$ cat config.mk
export PLATFORM = sky130hd
export DESIGN_NAME = game_turn_ctrl_flat
export DESIGN_NICKNAME = d
export VERILOG_FILES = /design/src/rtl/game_turn_ctrl_if.sv /design/src/rtl/game_turn_ctrl.sv /design/src/flat_wrapper.sv
export SDC_FILE = /design/constraint.sdc
export NUM_CORES = 1
export LEC_CHECK = 0
export ABC_AREA = 0
export CAP_MARGIN = 15
export CELL_PAD_IN_SITES_DETAIL_PLACEMENT = 1
export CELL_PAD_IN_SITES_GLOBAL_PLACEMENT = 1
export CORE_UTILIZATION = 46
export CTS_CLUSTER_SIZE = 16
export DETAILED_ROUTE_END_ITERATION = 7
export GPL_TIMING_DRIVEN = 0
export PLACE_DENSITY_LB_ADDON = 0.1
export REMOVE_ABC_BUFFERS = 1
export SYNTH_ARGS = -nofsm -noshare
export SYNTH_HDL_FRONTEND = slang
export SYNTH_SLANG_ARGS = --single-unit
$ cat constraint.sdc
create_clock -name i_clk -period 9.55 [get_ports i_clk]
set_input_delay 2.3875 -clock i_clk [delete_from_list [all_inputs] [get_ports i_clk]]
set_output_delay 2.3875 -clock i_clk [all_outputs]
set_load 0.005 [all_outputs]
$ cat src/rtl/game_turn_ctrl_if.sv
// Interface carrying the game controller's UI-side and AI-side signals.
// The controller takes the slave modport; the host/UI side takes the master modport.
interface game_turn_ctrl_if #(
    parameter int ROWS  = 6,
    parameter int COLS  = 6,
    parameter int IDX_W = 3
);
    localparam int CNT_W = $clog2(ROWS*COLS+1);

    logic [1:0]          i_mode;
    logic                i_ai_first;
    logic                i_start;
    logic                i_surrender;
    logic                i_prestep;
    logic [IDX_W-1:0]    i_row;
    logic [IDX_W-1:0]    i_col;
    logic                i_player_done;
    logic                i_ai_valid;
    logic [IDX_W-1:0]    i_ai_row;
    logic [IDX_W-1:0]    i_ai_col;
    logic                o_ai_req;
    logic [1:0]          o_ai_level;
    logic [2*ROWS*COLS-1:0] o_board;
    logic [IDX_W-1:0]    o_row;
    logic [IDX_W-1:0]    o_col;
    logic                o_aidone;
    logic                o_illegal;
    logic                o_turn;
    logic [CNT_W-1:0]    o_move_cnt;
    logic [2:0]          o_state;
    logic [1:0]          o_result;

    modport slave (
        input  i_mode, i_ai_first, i_start, i_surrender, i_prestep,
               i_row, i_col, i_player_done, i_ai_valid, i_ai_row, i_ai_col,
        output o_ai_req, o_ai_level, o_board, o_row, o_col, o_aidone,
               o_illegal, o_turn, o_move_cnt, o_state, o_result
    );

    modport master (
        output i_mode, i_ai_first, i_start, i_surrender, i_prestep,
               i_row, i_col, i_player_done, i_ai_valid, i_ai_row, i_ai_col,
        input  o_ai_req, o_ai_level, o_board, o_row, o_col, o_aidone,
               o_illegal, o_turn, o_move_cnt, o_state, o_result
    );
endinterface

$ cat src/rtl/game_turn_ctrl.sv
// Turn sequencer for human/AI or human/human games on a ROWS x COLS board,
// with move validation, bounded undo history, surrender, AI timeout and draw.
module game_turn_ctrl #(
    parameter int ROWS       = 6,
    parameter int COLS       = 6,
    parameter int IDX_W      = 3,
    parameter int HIST_DEPTH = 36,
    parameter int AI_TIMEOUT = 100000
) (
    input  logic             i_clk,
    input  logic             i_rst,
    game_turn_ctrl_if.slave  bus
);
    localparam int NCELL = ROWS*COLS;
    localparam int CNT_W = $clog2(NCELL+1);
    localparam int IW    = 2*IDX_W;
    localparam int HW    = (HIST_DEPTH > 1) ? $clog2(HIST_DEPTH) : 1;
    localparam int TW    = $clog2(AI_TIMEOUT+1);
    localparam logic [CNT_W-1:0] LAST_CNT = CNT_W'(NCELL-1);
    // OVER is entered exactly AI_TIMEOUT cycles after the o_ai_req pulse.
    localparam logic [TW-1:0]    TMO_LAST = TW'(AI_TIMEOUT-2);

    typedef enum logic [2:0] {
        IDLE    = 3'd0,
        P_TURN  = 3'd1,
        AI_REQ  = 3'd2,
        AI_WAIT = 3'd3,
        COMMIT  = 3'd4,
        UNDO    = 3'd5,
        OVER    = 3'd6
    } state_t;

    state_t state, state_nxt, undo_ret, undo_to;

    logic [NCELL-1:0][1:0]           cells;
    logic [HIST_DEPTH-1:0][IW-1:0]   hist;
    logic [CNT_W-1:0]                move_cnt, undo_k;
    logic [IDX_W-1:0]                row, col, pend_row, pend_col;
    logic [1:0]                      mode, result, result_nxt, undo_left, undo_n;
    logic                            ai_first, turn, illegal, aidone;
    logic                            illegal_nxt, aidone_nxt;
    logic [TW-1:0]                   tmo;

    logic                            is_2p, p_legal, a_legal;
    logic [IW-1:0]                   p_idx, a_idx, c_idx, pop_idx;
    logic [IW-1:0]                   pop_ent, top_ent;
    logic [1:0]                      human_win, ai_win, surr_win;

    function automatic logic [IW-1:0] cell_idx(input logic [IDX_W-1:0] r,
                                               input logic [IDX_W-1:0] c);
        return IW'(r) * IW'(COLS) + IW'(c);
    endfunction

    always_comb begin
        is_2p     = (mode == 2'd3);
        p_idx     = cell_idx(bus.i_row, bus.i_col);
        a_idx     = cell_idx(bus.i_ai_row, bus.i_ai_col);
        c_idx     = cell_idx(pend_row, pend_col);
        p_legal   = ({1'b0, bus.i_row} < (IDX_W+1)'(ROWS)) &&
                    ({1'b0, bus.i_col} < (IDX_W+1)'(COLS)) && (cells[p_idx] == 2'd0);
        a_legal   = ({1'b0, bus.i_ai_row} < (IDX_W+1)'(ROWS)) &&
                    ({1'b0, bus.i_ai_col} < (IDX_W+1)'(COLS)) && (cells[a_idx] == 2'd0);
        pop_ent   = hist[HW'(move_cnt - CNT_W'(1))];
        top_ent   = (move_cnt >= CNT_W'(2)) ? hist[HW'(move_cnt - CNT_W'(2))] : '0;
        pop_idx   = cell_idx(pop_ent[IW-1:IDX_W], pop_ent[IDX_W-1:0]);
        // Result codes name the winning side by move order, not by who is human.
        human_win = ai_first ? 2'd2 : 2'd1;
        ai_win    = ai_first ? 2'd1 : 2'd2;
        surr_win  = is_2p ? (turn ? 2'd1 : 2'd2) : ai_win;
        undo_k    = is_2p ? CNT_W'(1) : CNT_W'(2);
    end

    always_comb begin
        state_nxt   = state;
        illegal_nxt = 1'b0;
        aidone_nxt  = 1'b0;
        result_nxt  = result;
        undo_n      = 2'd0;
        undo_to     = P_TURN;
        case (state)
            IDLE, OVER: begin
                if (bus.i_start) begin
                    state_nxt  = (bus.i_mode != 2'd3 && bus.i_ai_first) ? AI_REQ : P_TURN;
                    result_nxt = 2'd0;
                end
            end
            P_TURN: begin
                if (bus.i_surrender) begin
                    state_nxt  = OVER;
                    result_nxt = surr_win;
                end else if (bus.i_prestep) begin
                    if (!is_2p && ai_first && move_cnt == CNT_W'(1)) begin
                        state_nxt = UNDO;
                        undo_n    = 2'd1;
                        undo_to   = AI_REQ;
                    end else if (move_cnt < undo_k) begin
                        illegal_nxt = 1'b1;
                    end else begin
                        state_nxt = UNDO;
                        undo_n    = is_2p ? 2'd1 : 2'd2;
                    end
                end else if (bus.i_player_done) begin
                    if (p_legal) state_nxt   = COMMIT;
                    else         illegal_nxt = 1'b1;
                end
            end
            AI_REQ: state_nxt = AI_WAIT;
            AI_WAIT: begin
                if (bus.i_surrender) begin
                    state_nxt  = OVER;
                    result_nxt = surr_win;
                end else if (bus.i_ai_valid) begin
                    if (a_legal) begin
                        state_nxt  = COMMIT;
                        aidone_nxt = 1'b1;
                    end else begin
                        state_nxt  = OVER;
                        result_nxt = human_win;
                    end
                end else if (tmo == TMO_LAST) begin
                    state_nxt  = OVER;
                    result_nxt = human_win;
                end
            end
            COMMIT: begin
                if (move_cnt == LAST_CNT) begin
                    state_nxt  = OVER;
                    result_nxt = 2'd3;
                end else if (!is_2p && turn == ai_first) begin
                    state_nxt = AI_REQ;
                end else begin
                    state_nxt = P_TURN;
                end
            end
            UNDO: if (undo_left == 2'd1) state_nxt = undo_ret;
            default: state_nxt = IDLE;
        endcase
    end

    always_ff @(posedge i_clk) begin
        if (i_rst) state <= IDLE;
        else       state <= state_nxt;
    end

    always_ff @(posedge i_clk) begin
        if (i_rst) begin
            cells     <= '0;
            hist      <= '0;
            move_cnt  <= '0;
            row       <= '0;
            col       <= '0;
            pend_row  <= '0;
            pend_col  <= '0;
            mode      <= '0;
            ai_first  <= 1'b0;
            turn      <= 1'b0;
            result    <= '0;
            illegal   <= 1'b0;
            aidone    <= 1'b0;
            tmo       <= '0;
            undo_left <= '0;
            undo_ret  <= P_TURN;
        end else begin
            illegal <= illegal_nxt;
            aidone  <= aidone_nxt;
            result  <= result_nxt;
            case (state)
                IDLE, OVER: begin
                    if (bus.i_start) begin
                        cells    <= '0;
                        hist     <= '0;
                        move_cnt <= '0;
                        row      <= '0;
                        col      <= '0;
                        turn     <= 1'b0;
                        mode     <= bus.i_mode;
                        ai_first <= bus.i_ai_first;
                    end
                end
                P_TURN: begin
                    if (state_nxt == COMMIT) begin
                        pend_row <= bus.i_row;
                        pend_col <= bus.i_col;
                    end
                    if (state_nxt == UNDO) begin
                        undo_left <= undo_n;
                        undo_ret  <= undo_to;
                    end
                end
                AI_REQ: tmo <= '0;
                AI_WAIT: begin
                    tmo <= tmo + TW'(1);
                    if (state_nxt == COMMIT) begin
                        pend_row <= bus.i_ai_row;
                        pend_col <= bus.i_ai_col;
                    end
                end
                COMMIT: begin
                    cells[c_idx]          <= {turn, ~turn};
                    hist[HW'(move_cnt)]   <= {pend_row, pend_col};
                    move_cnt              <= move_cnt + CNT_W'(1);
                    row                   <= pend_row;
                    col                   <= pend_col;
                    turn                  <= ~turn;
                end
                UNDO: begin
                    cells[pop_idx] <= 2'd0;
                    move_cnt       <= move_cnt - CNT_W'(1);
                    turn           <= ~turn;
                    row            <= top_ent[IW-1:IDX_W];
                    col            <= top_ent[IDX_W-1:0];
                    undo_left      <= undo_left - 2'd1;
                end
                default: ;
            endcase
        end
    end

    assign bus.o_ai_req   = (state == AI_REQ);
    assign bus.o_ai_level = mode;
    assign bus.o_board    = cells;
    assign bus.o_row      = row;
    assign bus.o_col      = col;
    assign bus.o_aidone   = aidone;
    assign bus.o_illegal  = illegal;
    assign bus.o_turn     = turn;
    assign bus.o_move_cnt = move_cnt;
    assign bus.o_state    = state;
    assign bus.o_result   = result;
endmodule

$ cat src/flat_wrapper.sv
// flat-port wrapper written by rule: the top's interface ports become plain ports
module game_turn_ctrl_flat 
#(
    parameter int ROWS       = 6,
    parameter int COLS       = 6,
    parameter int IDX_W      = 3,
    parameter int HIST_DEPTH = 36,
    parameter int AI_TIMEOUT = 100000
)
  (i_clk, i_rst, bus_i_mode, bus_i_ai_first, bus_i_start, bus_i_surrender, bus_i_prestep, bus_i_row, bus_i_col, bus_i_player_done, bus_i_ai_valid, bus_i_ai_row, bus_i_ai_col, bus_o_ai_req, bus_o_ai_level, bus_o_board, bus_o_row, bus_o_col, bus_o_aidone, bus_o_illegal, bus_o_turn, bus_o_move_cnt, bus_o_state, bus_o_result);
  game_turn_ctrl_if #(.ROWS(ROWS), .COLS(COLS), .IDX_W(IDX_W)) bus_i ();
  input  logic i_clk;
  input  logic i_rst;
  input wire logic [$bits(bus_i.i_mode)-1:0] bus_i_mode;
  input wire logic [$bits(bus_i.i_ai_first)-1:0] bus_i_ai_first;
  input wire logic [$bits(bus_i.i_start)-1:0] bus_i_start;
  input wire logic [$bits(bus_i.i_surrender)-1:0] bus_i_surrender;
  input wire logic [$bits(bus_i.i_prestep)-1:0] bus_i_prestep;
  input wire logic [$bits(bus_i.i_row)-1:0] bus_i_row;
  input wire logic [$bits(bus_i.i_col)-1:0] bus_i_col;
  input wire logic [$bits(bus_i.i_player_done)-1:0] bus_i_player_done;
  input wire logic [$bits(bus_i.i_ai_valid)-1:0] bus_i_ai_valid;
  input wire logic [$bits(bus_i.i_ai_row)-1:0] bus_i_ai_row;
  input wire logic [$bits(bus_i.i_ai_col)-1:0] bus_i_ai_col;
  output wire logic [$bits(bus_i.o_ai_req)-1:0] bus_o_ai_req;
  output wire logic [$bits(bus_i.o_ai_level)-1:0] bus_o_ai_level;
  output wire logic [$bits(bus_i.o_board)-1:0] bus_o_board;
  output wire logic [$bits(bus_i.o_row)-1:0] bus_o_row;
  output wire logic [$bits(bus_i.o_col)-1:0] bus_o_col;
  output wire logic [$bits(bus_i.o_aidone)-1:0] bus_o_aidone;
  output wire logic [$bits(bus_i.o_illegal)-1:0] bus_o_illegal;
  output wire logic [$bits(bus_i.o_turn)-1:0] bus_o_turn;
  output wire logic [$bits(bus_i.o_move_cnt)-1:0] bus_o_move_cnt;
  output wire logic [$bits(bus_i.o_state)-1:0] bus_o_state;
  output wire logic [$bits(bus_i.o_result)-1:0] bus_o_result;
  assign bus_i.i_mode = bus_i_mode;
  assign bus_i.i_ai_first = bus_i_ai_first;
  assign bus_i.i_start = bus_i_start;
  assign bus_i.i_surrender = bus_i_surrender;
  assign bus_i.i_prestep = bus_i_prestep;
  assign bus_i.i_row = bus_i_row;
  assign bus_i.i_col = bus_i_col;
  assign bus_i.i_player_done = bus_i_player_done;
  assign bus_i.i_ai_valid = bus_i_ai_valid;
  assign bus_i.i_ai_row = bus_i_ai_row;
  assign bus_i.i_ai_col = bus_i_ai_col;
  assign bus_o_ai_req = bus_i.o_ai_req;
  assign bus_o_ai_level = bus_i.o_ai_level;
  assign bus_o_board = bus_i.o_board;
  assign bus_o_row = bus_i.o_row;
  assign bus_o_col = bus_i.o_col;
  assign bus_o_aidone = bus_i.o_aidone;
  assign bus_o_illegal = bus_i.o_illegal;
  assign bus_o_turn = bus_i.o_turn;
  assign bus_o_move_cnt = bus_i.o_move_cnt;
  assign bus_o_state = bus_i.o_state;
  assign bus_o_result = bus_i.o_result;
  game_turn_ctrl #(.ROWS(ROWS), .COLS(COLS), .IDX_W(IDX_W), .HIST_DEPTH(HIST_DEPTH), .AI_TIMEOUT(AI_TIMEOUT)) u_core (.i_clk(i_clk), .i_rst(i_rst), .bus(bus_i));
endmodule
==> impl_metrics.csv, run 1 <==
group,metric,value,unit
outcome,outcome,"complete, no violations",
die,die_area,0.0444,mm^2
grt,grt_usage,33.8,%
die,fp.dieW,211,um
yosys,ys_seq_area_share,33.8,%
power_and_ir_drop,max-vdd-ir-drop,0.174,mV
yosys,synth_cells,2389,
grt,grt_max_degree,122,
clock_network,ctsHoldBuffers,0,
clock_network,cts_setup_buffers,0,
clock_network,cts_resized,0,
clock_network,cts_max_path_buffers,3,
timing,rsz0062_at_grt,"false",
timing,holdWs,467,ps
grt,grt-ovfl-total,0,
setup_path,path_max_fanout,58,
die,initial_core_util,46.6,%
detailed_routing,dr.pass1.iters,5,
grt,antenna_found_initial,0,
job,maxCapViolCount,0,
timing,tightest_slew,1200,ps
die,fp.dieH,211,um
clock_network,clkSinkCount,338,
clock_network,cts.htree.levels,2,
clock_network,root_buffer,"clkbuf_16",
yosys,ys_ff_latch,338,
yosys,synth_area,0.0200,mm^2
yosys,yosysWarnings,0,
detailed_routing,drtIter0Drc,1821,
detailed_routing,drc,0,
setup_path,cp.arrival,7120,ps
yosys,ys.flop_type,"dfxtp_1",
finish,final_nets,2458,
power_and_ir_drop,p_per_area,192,mW/mm^2
timing,slew_viol_final,0,
clock_network,clk_pin_slew,60,ps
power_and_ir_drop,leakage,0.00724,uW
grt,grt_pass1_vias,19928,
timing,max_slew_margin,19.6,%
clock_network,insertion_delay,600,ps
yosys,synthArstFlopShare,0,%
setup_path,crit_path_end_kind,"flip-flop",
detailed_routing,finalWirelength,75300,um
detailed_routing,vias,19582,
die,coreArea,0.0430,mm^2
grt,grt_pass1_wl,117000,um
finish,drive_above_1_share,11.6,%
clock_network,cts_tree,"yes",
setup_path,cp.required,9990,ps
die,ios,117,
finish,area_delta_synth_final,16.3,%
yosys,yosysTopAreaCell,"dfxtp_1",
placement,io_buffers,116,
timing,setup_viol,0,
detailed_routing,final_antenna_net_count,0,
yosys,avgSynthCellArea,8.39,um^2
setup_path,critPathKind,"flip-flop to flip-flop",
hold_path,hold_path.class,"flip-flop to flip-flop",
detailed_routing,viasPerCell,6.50,
setup_path,start_kind,"flip-flop",
timing,fin_crit,6680,ps
finish,antennaDiodeCount,0,
timing,hold_viol,0,
timing,post-route-period-util,70.0,%
detailed_routing,wl_per_cell,25.0,um
die,row_count,76,
timing,fmax,150,MHz
finish,final_cell_area,0.0233,mm^2
finish,fillers,5029,
placement,globalplace.congestion,0.913,
placement,hpwl,52800,um
yosys,ys_types,78,
yosys,synth-edff-count,0,
clock_network,cts_buffers,41,
yosys,yosys-top-cells-area,"dfxtp_1 34%, mux4_2 16%, a21oi_1 8.2%",
yosys,yosys.area.top_type_share,33.8,%
timing,fin_worst_skew,20.6,ps
placement,placed_cell_area,0.0219,mm^2
## placed cells by master (no fill, tap or decap), drive strengths merged, types with 21 or more instances in the layout
| master | netlist | layout |
|---|---|---|
| a21oi | 328 | 328 |
| a221oi | 21 | 21 |
| buf | 40 | 36 |
| clkbuf | 147 | 62 |
| clkdlybuf4s50 | 0 | 115 |
| dfxtp | 338 | 338 |
| ha | 32 | 32 |
| inv | 49 | 50 |
| mux2i | 24 | 24 |
| mux4 | 142 | 142 |
| nand2 | 365 | 365 |
| nand3 | 273 | 273 |
| nor2 | 187 | 187 |
| nor3 | 48 | 48 |
| o211ai | 23 | 23 |
| o21ai | 80 | 80 |
## cells in the mapped netlist, types with 11 or more instances
| cell type | number |
|---|---|
| mux4_2 | 142 |
| nor2_1 | 187 |
| o211ai_1 | 23 |
| nor3_1 | 48 |
| nand2b_1 | 15 |
| buf_2 | 22 |
| a211oi_1 | 20 |
| o21ai_0 | 78 |
| o22ai_1 | 16 |
| dfxtp_1 | 338 |
| clkbuf_1 | 147 |
| nand2_1 | 364 |
| mux2i_1 | 23 |
| a22oi_1 | 17 |
| a31oi_1 | 15 |
| a221oi_1 | 21 |
| xnor2_1 | 14 |
| o311ai_0 | 16 |
| inv_1 | 49 |
| a21oi_1 | 328 |
| ha_1 | 32 |
| nand3_1 | 273 |
| nor2b_1 | 18 |
| and3_1 | 14 |
| buf_1 | 11 |
## logic make-up (layout without fill, tap and decap cells)
family	count (synthesis)	count (layout)	share of synthesized area (%)
DFF	338	338	33.8
adders and majority gates	40	40	2.80
and+or+nand+nor	983	983	22.2
muxes	171	171	17.5
AOI/OAI and AO/OA	596	596	17.9
buffers and inverters	237	276	4.73
xor gates and xnor gates	24	24	1.20
## area by class of cell
class | instances | area (um^2) | area share (%)
Inverter | 50 | 188 | 0.805
Clock inverter | 13 | 163 | 0.698
Clock buffer | 62 | 1210 | 5.17
Multi-Input combinational cell | 1814 | 12400 | 53.1
Timing Repair Buffer | 151 | 1860 | 7.97
Sequential cell | 338 | 6780 | 29.1
Tap cell | 585 | 732 | 3.14
## worst max-delay path: stages (launching register included)
cell and delay [ps]:
dfxtp_4 750, buf_16 370, inv_1 210, ha_4 680, buf_12 320, mux4_2 540
mux4_2 510, mux2i_1 300, o22ai_1 210, ha_1 340, ha_1 280, a21oi_1 400
xor3_1 340, o22a_1 370, nor2_1 640, a41oi_1 190
## metrics by stage
stage                     power (uW)  setup slack (ps)  cells  utilization, %   TNS, ps
after floorplan                 2290             -1420   2202               -    -77880
after global placement          2710             -8080   2903            49.3  -1431250
after detailed placement        2850              2260   2936            50.9         0
after CTS                       4470              2860   3011            54.1         0
after global routing            4640              2570   3013            54.2         0
final                           4470              2870   3013            54.2         0
## layer usage
metal	track usage, %	share of wire [%]	wire length, um	vias up
met3	4.95	6.2	4700	153
met5	0	0	0	-
met2	57.3	49	37000	733
met4	14.2	3.8	2860	0
li1	-	-	-	8792
met1	43.1	41	30800	9904
## path summary, 6_finish.rpt
kind / depth (start not counted) / slack, ps / endpoint / from
min: 2 / 470 / u_core.bus.o_board[46]$_SDFFE_PP0P_ / u_core.bus.o_board[46]$_SDFFE_PP0P_
max reg2reg: 15 / 2870 / u_core.bus.o_board[28]$_SDFFE_PP0P_ / u_core.bus.o_move_cnt[0]$_SDFFE_PP0P_
min reg2reg: 2 / 470 / u_core.bus.o_board[46]$_SDFFE_PP0P_ / u_core.bus.o_board[46]$_SDFFE_PP0P_
max: 15 / 2870 / u_core.bus.o_board[28]$_SDFFE_PP0P_ / u_core.bus.o_move_cnt[0]$_SDFFE_PP0P_
## where the power goes
part | switching, uW | internal [uW]
Clock | 657 | 956
Combinational | 871 | 474
Sequential | 82.1 | 1430
Total | 1610 | 2860
## registers in the layout, indices dropped and copies added (netlist names)
name	count
u_core.ai_first	1
u_core.bus.o_ai_level	2
u_core.bus.o_aidone	1
u_core.bus.o_board	72
u_core.bus.o_col	3
u_core.bus.o_illegal	1
u_core.bus.o_move_cnt	6
u_core.bus.o_result	2
u_core.bus.o_row	3
u_core.bus.o_state	3
u_core.bus.o_turn	1
u_core.hist	216
u_core.pend_col	3
u_core.pend_row	3
u_core.tmo	17
u_core.undo_left	2
u_core.undo_ret	2
Note: power is estimated with default switching activity, not from simulation.
==> run 2: changes to the inputs <==
--- a/config.mk
+++ b/config.mk
@@ -9,7 +9,7 @@
 export CAP_MARGIN = 15
 export CELL_PAD_IN_SITES_DETAIL_PLACEMENT = 1
 export CELL_PAD_IN_SITES_GLOBAL_PLACEMENT = 1
-export CORE_UTILIZATION = 46
+export CORE_UTILIZATION = 42
 export CTS_CLUSTER_SIZE = 16
 export DETAILED_ROUTE_END_ITERATION = 7
 export GPL_TIMING_DRIVEN = 0
==> constraint.sdc (replaced) <==
create_clock -name i_clk -period 5.35 [get_ports i_clk]
set_input_delay 1.3375 -clock i_clk [delete_from_list [all_inputs] [get_ports i_clk]]
set_output_delay 1.3375 -clock i_clk [all_outputs]
set_load 0.005 [all_outputs]
==> run 2 against run 1 <==
  * The flow now finishes with violations (design-rule violations)
  * Combinational power increased by 100%
  * Cell count increased by 1.6%
  * Setup slack got worse by 2800 ps
  * Clock power increased by 89%
  * Total power increased by 89%
  * Cell area increased by 2.8%
  * Global-route usage decreased by 1.4 points
  * Sequential share of layout area decreased by 0.79 points
  * Clock-buffer cell count decreased by 4
  * Flip-flop and latch count unchanged
  * Register-to-register slack got worse by 2800 ps
  * Critical path type unchanged
  * Largest power group unchanged
==> impl_metrics.csv, run 2 (synthesized netlist as in run 1, its figures left out) <==
group,metric,value,unit
power_and_ir_drop,leakage,0.00752,uW
clock_network,cts.htree.levels,2,
clock_network,clkSinkCount,338,
timing,post-route-period-util,98.0,%
clock_network,cts_max_path_buffers,3,
timing,tightest_slew,1210,ps
clock_network,clk_pin_slew,60,ps
setup_path,path_cells,"buf_16 > buf_16 > clkinvlp_4 > ha_4 > buf_4 > mux4_2 > mux4_2 > mux2i_4 > o22ai_1 > ha_1 > inv_1 > fa_2 > nor4_1 > mux2i_4 > o311ai_0 > nand2_1",
setup_path,start_kind,"flip-flop",
power_and_ir_drop,max-vdd-ir-drop,0.224,mV
finish,final_nets,2487,
placement,globalplace.congestion,0.887,
outcome,violations,"design-rule violations",
timing,setup_tns,0,ps
detailed_routing,final_antenna_net_count,0,
setup_path,path_max_fanout,16,
job,maxCapViolCount,0,
timing,slew_viol_final,0,
grt,grt_pass1_wl,120000,um
die,die_area,0.0486,mm^2
detailed_routing,drtIter0Drc,1827,
die,fp.dieH,220,um
die,coreArea,0.0469,mm^2
timing,setup_viol,0,
finish,stdcell_count,3061,
finish,largest-register,"u_core.hist",
detailed_routing,wl_per_cell,26.1,um
setup_path,cpMaxStageDelayCell,"mux4_2",
timing,fin_ws,106,ps
clock_network,cts_tree,"yes",
finish,largest_reg_flops,216,
grt,grt_max_degree,145,
clock_network,root_buffer,"clkbuf_16",
die,fp.dieW,220,um
die,initial_core_util,42.8,%
detailed_routing,drc,12,
timing,fin_crit,5240,ps
grt,antenna_found_initial,0,
setup_path,cp.arrival,5710,ps
setup_path,critical_path.max_stage_delay,550,ps
timing,max_slew_margin,18.6,%
hold_path,hold_path.class,"flip-flop to flip-flop",
finish,area_delta_synth_final,19.6,%
placement,dp_cells,2959,
placement,io_buffers,116,
power_and_ir_drop,p_per_area,352,mW/mm^2
outcome,outcome,"complete, but fails checks",
finish,drive_above_1_share,13.9,%
setup_path,crit_path_end_kind,"flip-flop",
clock_network,insertion_delay,600,ps
setup_path,critPathKind,"flip-flop to flip-flop",
clock_network,cts_buffers,42,
die,ios,117,
placement,hpwl,53700,um
grt,grt_pass1_vias,19980,
detailed_routing,viasPerCell,6.53,
hold_path,min_path_cells,2,
finish,mostFrequentLayoutCell,"nand2_1",
clock_network,ctsHoldBuffers,0,
setup_path,cp.required,5820,ps
timing,hold_viol,0,
detailed_routing,dr.pass1.iters,8,
die,row_count,79,
detailed_routing,finalWirelength,80000,um
setup_path,r2r_cells,16,
placement,dp_slack,-1490,ps
timing,holdWs,479,ps
detailed_routing,vias,20002,
finish,antennaDiodeCount,0,
timing,fin_worst_skew,19.6,ps
grt,grt-ovfl-total,0,
grt,grt_usage,32.5,%
timing,fmax,191,MHz
finish,final_cell_mix,"363 x nand2_1, 329 x dfxtp_1, 327 x a21oi_1",
[run 2: cell types whose count changed in the layout (fill, tap and decap cells not counted), sizes merged]
cell / delta
buf: +22
bufbuf: +4
bufinv: +2
clkbuf: -2
clkinvlp: +2
inv: -2
[run 2: through the flow]
stage | area, um^2 | util [%] | total power [uW]
final | 24000 | 51.2 | 8430
after global routing | 24000 | 51.2 | 8700
after CTS | 23800 | 50.8 | 8340
after detailed placement | 21900 | 46.8 | 5140
after global placement | 21200 | 45.2 | 4740
after floorplan | 19300 | - | 4080
[run 2: critical path, delay by kind of cell, from the launching register on]
kind                       cells  cell delay [ps]
DFF                            1              420
buffers and inverters          5              740
AOI/OAI and AO/OA              2              580
muxes                          4             1610
adders and majority gates      3             1130
and+or+nand+nor                2              610
[run 2: area by class of cell]
| cell class | instances | area (um^2) |
|---|---|---|
| well taps | 607 | 759 |
| flip-flops and latches | 338 | 6780 |
| clock buffers | 58 | 1220 |
| fillers | 5351 | 22900 |
| repair buffers | 179 | 2270 |
| multi-input cells | 1814 | 12500 |
| inverters | 50 | 191 |
| clock inverters | 15 | 225 |
[run 2: where the power goes]
part | total, uW | internal (uW) | switching, uW | leakage [uW]
clock | 3040 | 1830 | 1210 | 0.000714
combinational | 2710 | 1010 | 1710 | 0.00407
sequential | 2670 | 2550 | 122 | 0.00273
total | 8430 | 5390 | 3030 | 0.00752
[run 2: metal layers]
| metal | track usage (%) | wire length [um] | vias to the layer above |
|---|---|---|---|
| met3 | 4.19 | 4710 | 177 |
| met4 | 13.7 | 3330 | 0 |
| met2 | 55.3 | 38900 | 734 |
| li1 | - | - | 8851 |
| met5 | 0 | 0 | - |
| met1 | 41.3 | 33100 | 10240 |
[run 2: worst paths after layout]
path	to	startpoint	slack [ps]
min	u_core.hist[18]$_SDFFE_PP0P_	u_core.hist[18]$_SDFFE_PP0P_	480
max	u_core.bus.o_board[0]$_SDFFE_PP0P_	u_core.bus.o_move_cnt[0]$_SDFFE_PP0P_	110
max reg2reg	u_core.bus.o_board[0]$_SDFFE_PP0P_	u_core.bus.o_move_cnt[0]$_SDFFE_PP0P_	110
min reg2reg	u_core.hist[18]$_SDFFE_PP0P_	u_core.hist[18]$_SDFFE_PP0P_	480
[run 2: timing repair]
| action | in CTS | in global routing |
|---|---|---|
| gates resized for setup | 20 | 12 |
| pin swaps | 3 | 2 |
| setup endpoints to repair | 80 | 65 |
| gates cloned | 4 | 1 |
| buffers inserted | 16 | 5 |
==> run 3: changes to the inputs <==
--- a/config.mk
+++ b/config.mk
@@ -9,6 +9,7 @@
 export CAP_MARGIN = 15
 export CELL_PAD_IN_SITES_DETAIL_PLACEMENT = 1
 export CELL_PAD_IN_SITES_GLOBAL_PLACEMENT = 1
+export CORE_MARGIN = 1.5
 export CORE_UTILIZATION = 42
 export CTS_CLUSTER_SIZE = 16
 export DETAILED_ROUTE_END_ITERATION = 7
==> run 3 against run 2 <==
  * The flow now finishes without violations
  * Clock-buffer cell count did not move
  * Setup slack improved by 70 ps
  * Non-clock buffer count is 2 lower
  * Critical path type unchanged
  * Critical endpoint is now u_core.bus.o_board[54]$_SDFFE_PP0P_
  * Highest routed layer unchanged
==> impl_metrics.csv, run 3 (synthesized netlist as in run 1, its figures left out) <==
group,metric,value,unit
outcome,outcome,"complete, no violations",
hold_path,min_path_cells,2,
finish,multiInputGateArea,0.0125,mm^2
power_and_ir_drop,p_int,5230,uW
die,die_area,0.0490,mm^2
setup_path,crit_path_end_kind,"flip-flop",
clock_network,clkSinkCount,338,
clock_network,ctsHoldBuffers,0,
hold_path,hold_path.class,"flip-flop to flip-flop",
finish,largest-register,"u_core.hist",
hold_path,holdPathEnd,"u_core.bus.o_board[42]$_SDFFE_PP0P_",
power_and_ir_drop,max-vdd-ir-drop,0.226,mV
clock_network,insertion_delay,590,ps
die,fp.dieW,221,um
detailed_routing,vias,19910,
die,initial_core_util,42.8,%
setup_path,cp.arrival,5600,ps
finish,drive_above_1_share,13.7,%
power_and_ir_drop,clkPwrFrac,35.3,%
placement,dp_cells,2961,
clock_network,cts_tree,"yes",
setup_path,r2r-start,"u_core.bus.o_move_cnt[0]$_SDFFE_PP0P_",
finish,seq_area,0.00678,mm^2
timing,tightest_slew,1190,ps
finish,fillers,5424,
finish,final_cell_mix,"363 x nand2_1, 329 x dfxtp_1, 327 x a21oi_1",
timing,fmax,193,MHz
grt,antenna_found_initial,0,
clock_network,clk_pin_slew,60,ps
setup_path,rrSetupSlack,180,ps
grt,grt_usage,31.5,%
timing,hold_viol,0,
power_and_ir_drop,seqPwrFrac,32.5,%
finish,final_nets,2485,
die,coreArea,0.0469,mm^2
detailed_routing,drc,0,
timing,fin_crit,5170,ps
grt,grt-ovfl-total,0,
finish,stdcell_count,3060,
setup_path,start_kind,"flip-flop",
clock_network,root_buffer,"clkbuf_16",
die,row_count,79,
power_and_ir_drop,leakage,0.00745,uW
placement,globalplace.congestion,0.899,
timing,rsz0062_at_grt,"true",
setup_path,critical_path.max_stage_delay,660,ps
setup_path,reg2reg_to,"u_core.bus.o_board[54]$_SDFFE_PP0P_",
finish,mostFrequentLayoutCell,"nand2_1",
timing,holdWs,471,ps
clock_network,cts_buffers,42,
detailed_routing,viasPerCell,6.51,
grt,grt_pass1_wl,121000,um
timing,max_slew_margin,20.0,%
clock_network,cts_max_path_buffers,3,
timing,slew_viol_final,0,
grt,grt_pass1_vias,20266,
placement,hpwl,53600,um
setup_path,path_max_fanout,13,
finish,area_delta_synth_final,19.0,%
finish,antennaDiodeCount,0,
setup_path,cpMaxStageDelayCell,"fa_2",
grt,grt_max_degree,154,
hold_path,hp-start,"u_core.bus.o_board[42]$_SDFFE_PP0P_",
die,fp.dieH,221,um
detailed_routing,wl_per_cell,25.7,um
setup_path,path_cells,"buf_16 > buf_16 > inv_1 > ha_4 > buf_12 > mux4_2 > mux4_2 > mux2i_1 > o22ai_1 > ha_1 > inv_1 > fa_2 > nand3_2 > o41ai_1 > a211oi_1",
job,maxCapViolCount,0,
timing,fin_worst_skew,29.1,ps
power_and_ir_drop,p_comb_share,32.2,%
timing,post-route-period-util,96.7,%
finish,largest_reg_flops,216,
setup_path,cp.required,5780,ps
detailed_routing,finalWirelength,78800,um
detailed_routing,drtIter0Drc,1728,
timing,setup_viol,0,
detailed_routing,dr.pass1.iters,5,
power_and_ir_drop,p_sw,3000,uW
setup_path,r2r_cells,15,
setup_path,critPathKind,"flip-flop to flip-flop",
power_and_ir_drop,switching_share,36.4,%
clock_network,cts.htree.levels,2,
placement,io_buffers,116,
detailed_routing,final_antenna_net_count,0,
die,ios,117,
power_and_ir_drop,p_per_area,345,mW/mm^2
-- run 3: worst max path at each step --
stage,from,to,slack (ps),cells past startpoint
6_report,u_core.bus.o_move_cnt[0]$_SDFFE_PP0P_,u_core.bus.o_board[54]$_SDFFE_PP0P_,180,15
5_1_grt,u_core.bus.o_move_cnt[1]$_SDFFE_PP0P_,u_core.bus.o_board[42]$_SDFFE_PP0P_,-5,18
4_1_cts,u_core.bus.o_move_cnt[0]$_SDFFE_PP0P_,u_core.bus.o_board[49]$_SDFFE_PP0P_,20,15
3_5_place_dp,u_core.bus.o_move_cnt[0]$_SDFFE_PP0P_,u_core.bus.o_board[28]$_SDFFE_PP0P_,-1540,16
3_3_place_gp,bus_i_start,u_core.bus.o_board[55]$_SDFFE_PP0P_,-11380,6
2_1_floorplan,u_core.bus.o_move_cnt[0]$_SDFFE_PP0P_,u_core.bus.o_board[42]$_SDFFE_PP0P_,-5240,16
-- run 3: per-stage QoR --
step	power, uW	worst slack, ps	utilization (%)	setup TNS, ps	instance area (um^2)
2_1_floorplan	4080	-5240	-	-802030	19300
3_3_place_gp	4730	-11380	45.2	-2537150	21200
3_5_place_dp	5090	-1540	46.7	-99090	21900
4_1_cts	8160	18.9	50.5	0	23700
5_1_grt	8530	-5.15	50.9	-5.15	23800
6_report	8230	177	50.9	0	23800
-- run 3: cell type report --
class                   instances  share of cell area, %
clock buffers                  58                   5.00
clock inverters                16                  0.782
inverters                      50                  0.787
multi-input cells            1814                   52.5
flip-flops and latches        338                   28.4
well taps                     607                   3.19
repair buffers                177                   9.26
-- run 3: layer usage --
| metal | global-route usage (%) | up-vias | part of all wire (%) | wire, um |
|---|---|---|---|---|
| li1 | - | 8837 | - | - |
| met1 | 40.9 | 10119 | 41 | 32600 |
| met2 | 52.3 | 774 | 48 | 37900 |
| met3 | 4.25 | 180 | 6.5 | 5090 |
| met4 | 13.9 | 0 | 4.1 | 3220 |
| met5 | 0 | - | 0 | 0 |
-- run 3: worst max-delay path, delay by kind of cell (launching register included) --
family	cells	cell delay (ps)
AO/OA/AOI/OAI	3	910
adder cells (fa/ha/maj)	3	1350
buffers and inverters	5	690
flip-flops	1	430
multiplexers	3	1290
AND/OR/NAND/NOR	1	330
-- run 3: power by group through the flow --
stage | Clock, uW | Combinational, uW | Sequential (uW)
final | 2900 | 2650 | 2680
after CTS | 2940 | 2540 | 2680
after detailed placement | 0 | 2310 | 2780
after global placement | 0 | 1860 | 2870
after floorplan | 0 | 1310 | 2770
after global routing | 3040 | 2800 | 2690
-- run 3: timing repair --
action                                  CTS  global route
pin swaps                                 3             1
cloned                                    4             1
endpoints found under the setup margin   80            60
setup buffers                            14             3
resized for setup                        20            15
